==> config.mk <==
export PLATFORM = sky130hd
export DESIGN_NAME = result_unloader
export DESIGN_NICKNAME = d
export VERILOG_FILES = /design/src/rtl/result_unloader.sv
export SDC_FILE = /design/constraint.sdc
export NUM_CORES = 1
export LEC_CHECK = 0
export CAP_MARGIN = 30
export CELL_PAD_IN_SITES_DETAIL_PLACEMENT = 0
export CELL_PAD_IN_SITES_GLOBAL_PLACEMENT = 1
export CORE_MARGIN = 2
export CORE_UTILIZATION = 40
export CTS_CLUSTER_DIAMETER = 150
export DETAILED_ROUTE_END_ITERATION = 10
export PLACE_DENSITY = 0.66
export SLEW_MARGIN = 20
export SYNTH_ARGS = -nofsm -noshare
export SYNTH_HDL_FRONTEND = slang
export SYNTH_SLANG_ARGS = --single-unit
==> constraint.sdc <==
create_clock -name clk -period 2.8 [get_ports clk]
set_input_delay 0.56 -clock clk [delete_from_list [all_inputs] [get_ports clk]]
set_output_delay 0.56 -clock clk [all_outputs]
set_load 0.05 [all_outputs]
==> src/rtl/result_unloader.sv <==
// Deskews lane-staggered result rows, buffers whole rows in a FIFO and streams them out element by element.
// Optional row index output on out_row when UNLOAD_ROWCNT_EN is defined.
module result_unloader #(
   parameter int DEP        = 8,
   parameter int COL        = 2,
   parameter int FIFO_DEPTH = 4
) (
   input  logic                                 clk,
   input  logic                                 rst,
   input  logic                                 in_valid,
   input  logic [DEP-1:0]                       data_in [0:COL-1],
   output logic [DEP-1:0]                       out_data,
   output logic                                 out_valid,
   input  logic                                 out_ready,
   output logic                                 out_last,
   output logic [$clog2(FIFO_DEPTH+1)-1:0]      level,
`ifdef UNLOAD_ROWCNT_EN
   output logic [15:0]                          out_row,
`endif
   output logic                                 overflow
);

   localparam int LVL_W = $clog2(FIFO_DEPTH+1);
   localparam int PTR_W = $clog2(FIFO_DEPTH);
   localparam int IDX_W = (COL > 1) ? $clog2(COL) : 1;
   localparam logic [LVL_W-1:0] FULL_LVL = LVL_W'(FIFO_DEPTH);
   localparam logic [IDX_W-1:0] LAST_IDX = IDX_W'(COL-1);

   typedef enum logic [1:0] {IDLE, LOAD, SEND} state_t;

   logic [DEP-1:0]   aligned [0:COL-1];
   logic [COL-2:0]   vld_p;
   logic [DEP-1:0]   mem     [0:FIFO_DEPTH-1][0:COL-1];
   logic [DEP-1:0]   row     [0:COL-1];
   logic [PTR_W-1:0] wr_ptr, rd_ptr;
   logic [LVL_W-1:0] level_nxt;
   logic [IDX_W-1:0] idx, idx_inc;
   logic             push, pop, push_ok;
   state_t           state;

   // Lane k waits COL-1-k cycles so all lanes line up with the last one
   for (genvar k = 0; k < COL-1; k++) begin : g_dly
      logic [DEP-1:0] chain [0:COL-2-k];
      always_ff @(posedge clk) begin
         if (rst) begin
            for (int s = 0; s <= COL-2-k; s++) chain[s] <= '0;
         end else begin
            chain[0] <= data_in[k];
            for (int s = 1; s <= COL-2-k; s++) chain[s] <= chain[s-1];
         end
      end
      assign aligned[k] = chain[COL-2-k];
   end
   assign aligned[COL-1] = data_in[COL-1];

   always_ff @(posedge clk) begin
      if (rst) begin
         vld_p <= '0;
      end else begin
         vld_p[0] <= in_valid;
         for (int s = 1; s < COL-1; s++) vld_p[s] <= vld_p[s-1];
      end
   end

   assign push    = vld_p[COL-2];
   assign pop     = (state != SEND) && (level != '0);
   assign push_ok = push && ((level != FULL_LVL) || pop);
   assign idx_inc = idx + 1'b1;

   always_comb begin
      level_nxt = level;
      if (push_ok && !pop)      level_nxt = level + 1'b1;
      else if (!push_ok && pop) level_nxt = level - 1'b1;
   end

   // Row FIFO: a push into a full FIFO only survives if the head leaves in the same cycle
   always_ff @(posedge clk) begin
      if (push_ok) begin
         for (int c = 0; c < COL; c++) mem[wr_ptr][c] <= aligned[c];
      end
   end

   always_ff @(posedge clk) begin
      if (rst) begin
         wr_ptr   <= '0;
         rd_ptr   <= '0;
         level    <= '0;
         overflow <= 1'b0;
      end else begin
         if (push_ok) wr_ptr <= wr_ptr + 1'b1;
         if (pop)     rd_ptr <= rd_ptr + 1'b1;
         level <= level_nxt;
         if (push && !push_ok) overflow <= 1'b1;
      end
   end

   // Serializer; IDLE pops directly so an idle unloader does not add a second bubble
   always_ff @(posedge clk) begin
      if (rst) begin
         state     <= IDLE;
         idx       <= '0;
         out_valid <= 1'b0;
         out_last  <= 1'b0;
         out_data  <= '0;
         for (int c = 0; c < COL; c++) row[c] <= '0;
`ifdef UNLOAD_ROWCNT_EN
         out_row   <= '0;
`endif
      end else begin
         case (state)
            IDLE, LOAD: begin
               if (level != '0) begin
                  for (int c = 0; c < COL; c++) row[c] <= mem[rd_ptr][c];
                  out_data  <= mem[rd_ptr][0];
                  out_valid <= 1'b1;
                  out_last  <= (LAST_IDX == '0);
                  idx       <= '0;
                  state     <= SEND;
               end else begin
                  state <= IDLE;
               end
            end
            SEND: begin
               if (out_ready) begin
                  if (idx != LAST_IDX) begin
                     idx      <= idx_inc;
                     out_data <= row[idx_inc];
                     out_last <= (idx_inc == LAST_IDX);
                  end else begin
                     out_valid <= 1'b0;
                     out_last  <= 1'b0;
                     state     <= (level_nxt != '0) ? LOAD : IDLE;
`ifdef UNLOAD_ROWCNT_EN
                     out_row   <= out_row + 16'd1;
`endif
                  end
               end
            end
            default: state <= IDLE;
         endcase
      end
   end

endmodule
==> out/metrics.yaml <==
setup_path:
  rr_worst_depth: 7
  critPathRequiredTime_ns: 2.24
  path_depth: 1
  critPathBufInv: 1
  arrival_ns: 1.64
  worstPathCellList: "clkdlybuf4s50_1"
  criticalPathCategory: "reg2out"
  cp-end-kind: "output port"
  max_stage_delay_ns: 0.84
  critPathSlowestCell: "clkdlybuf4s50_1"
  worst_setup_path_start_kind: "register"
  worstPathMaxFanout: 7
  crit_family: "buffers and inverters"
die:
  initial_core_util_pct: 40.7
  floorplan.core_area_um2: 10200
  die_w_um: 106
  ios: 34
  die_y_um: 106
  rows: 37
  fp.dieArea_um2: 11200
timing:
  final.setup.tns_ns: 0
  timing.final.crit_period_ns: 2.20
  tightest_slew_ns: 0.595
  setup_viol: 0
  slew_viol_final: 0
  rsz0062_at_grt: "no"
  finalHoldViolCount: 0
  fin_skew_ns: 0.0113
  max_freq_mhz: 454
  finalCritPeriodShare_pct: 78.6
  relSlewSlack_pct: 60.3
clock_tree:
  numClockSinks: 107
  cts_root_buf: "clkbuf_8"
  cts_buffers: 9
  clock_latency_ns: 0.36
  tritoncts: "done"
  ctsHoldBuffers: 0
  post_cts_buffers: 0
  clk_pin_slew_ns: 0.11
  clk_path_buf_depth: 2
  ctsResizeCount: 0
  cts_max_level: 3
finish:
  syn_to_final_growth_pct: 15.9
  fin_area_um2: 4830
  drive_gt1_share_pct: 16.3
  final_nets: 334
  num_antenna_cells: 0
logic_synthesis:
  synthArstFlopShare_pct: 0
  syn_nets: 295
  synth_cells: 268
  yosysSeqAreaShare_pct: 69.5
  synth_cell_types: 38
  ys_warn_count: 0
  synth_ff_type: "edfxtp_1"
  avgSynthCellArea_um2: 15.5
  syn_area_um2: 4160
  ys_ff_latch: 107
  synth_edf_count: 75
place:
  gp_congestion: 0.703
  hpwl_mm: 4.68
  portBuffers: 33
  post_dp_cell_area_um2: 4640
drt:
  ant_nets: 0
  via_count: 2183
  wire_per_inst_um: 16.3
  drt-initial-drc-count: 98
  wirelength_mm: 7.29
  via_per_inst: 4.87
  drc: 0
  dr.pass1.iters: 5
global_routing:
  grtUsageTotal_pct: 14.1
  grt_max_degree: 30
  grt-ovfl-total: 0
  antenna_found_initial: 0
  grt_pass1_vias: 2171
  grt_pass1_wl_mm: 11.7
pwr:
  leakagePower_uw: 0.00161
  p_per_area_nw_per_um2: 912
  vdd_drop_max_mv: 0.409
worst_hold_path:
  holdPathStages: 2
  hp-class: "reg2reg"
status:
  status: "completed"
run:
  cap_violations: 0
==> logic make-up (layout without fill, tap and decap cells) <==
| logic type | after synthesis | in the layout | synth area share, % |
|---|---|---|---|
| compound gates | 31 | 31 | 4.96 |
| xor+xnor | 4 | 4 | 0.842 |
| fa+ha+maj | 8 | 8 | 2.37 |
| buf+inv | 19 | 63 | 2.46 |
| flops | 107 | 107 | 69.5 |
| mux | 20 | 20 | 9.62 |
| simple gates | 79 | 79 | 10.2 |
==> state kept, by name (all words and copies together), names as in the netlist, named ones only <==
name / cells
overflow: 1
level: 3
out_last: 1
out_valid: 1
g_dly.chain: 8
state: 2
push: 1
idx: 1
wr_ptr: 2
rd_ptr: 2
mem: 64
row: 11
out_data: 8
==> path summary, 6_finish.rpt <==
check                      to  slack (ns)   startpoint
setup / recovery     level[1]        0.60     level[1]
hold / removal    out_data[7]        0.46  out_data[7]
setup reg to reg   mem[2][12]        0.76     level[1]
hold reg to reg   out_data[7]        0.46  out_data[7]
==> power by group <==
group          internal (uW)  switching [uW]  leakage, uW
clock                    340             555    0.0000925
combinational            588             839     0.000550
sequential              1940             144     0.000970
total                   2860            1540      0.00161
==> final cells by class <==
class                           count  area, um2
Tap cell                          136        170
Clock inverter                      7       58.8
Multi-Input combinational cell    142       1170
Clock buffer                        9        124
Inverter                            6       22.5
Fill cell                         911       5410
Timing Repair Buffer               41        390
Sequential cell                   107       2890
==> cells in the final DEF (no fill, tap or decap), types with 2 or more instances in the layout <==
master,instances
edfxtp_1,75
nor2_2,3
nor2_1,24
inv_1,5
ha_1,7
clkdlybuf4s50_1,33
inv_6,3
nor3b_1,6
nor2b_1,10
nand3b_1,2
and2_1,16
dfxtp_1,32
mux4_2,16
o21ai_0,2
a21oi_1,13
a211oi_1,5
clkbuf_8,9
xnor2_1,3
buf_4,8
a311oi_1,2
nand2_1,11
mux2i_1,4
and2b_4,2
o211ai_1,3
==> through the flow <==
stage                     hold WS (ns)  std cells  total power [uW]  setup WS [ns]  util (%)
after detailed placement         0.449        432              3570          0.650      45.4
after floorplan                  0.438        268              3180          0.417         -
after global placement           0.444        432              3560          0.716      45.4
final                            0.459        448              4400          0.598      47.2
after CTS                        0.464        448              4460          0.561      47.2
after global routing             0.486        448              4660          0.504      47.2
==> routing by layer <==
metal / wire, um / global-route usage (%) / share of wire, % / vias to the layer above
met5: 0 / 0 / 0 / -
met4: 75 / 4.51 / 1.0 / 0
met3: 215 / 3.56 / 3.0 / 6
met2: 3520 / 22.9 / 48 / 29
met1: 3470 / 18.7 / 48 / 1081
li1: - / - / - / 1067
==> synth_stat cells, types with 2 or more instances <==
| master | n | area, um2 |
|---|---|---|
| and2_1 | 16 | 100 |
| a21oi_1 | 13 | 65.1 |
| buf_6 | 3 | 33.8 |
| o21ai_0 | 2 | 10.0 |
| clkbuf_1 | 3 | 11.3 |
| edfxtp_1 | 75 | 2250 |
| nor2_1 | 24 | 90.1 |
| o211ai_1 | 3 | 22.5 |
| a211oi_1 | 5 | 37.5 |
| inv_1 | 5 | 18.8 |
| mux4_2 | 16 | 360 |
| nand2_1 | 11 | 41.3 |
| and2b_4 | 2 | 20.0 |
| nor2_2 | 3 | 18.8 |
| buf_2 | 6 | 30.0 |
| mux2i_1 | 4 | 40.0 |
| nor2b_1 | 10 | 62.6 |
| xnor2_1 | 3 | 26.3 |
| ha_1 | 7 | 87.6 |
| nand3b_1 | 2 | 15.0 |
| dfxtp_1 | 32 | 641 |
| a311oi_1 | 2 | 17.5 |
| nor3b_1 | 6 | 45.0 |
No activity file was read; power rests on OpenSTA's default activity.
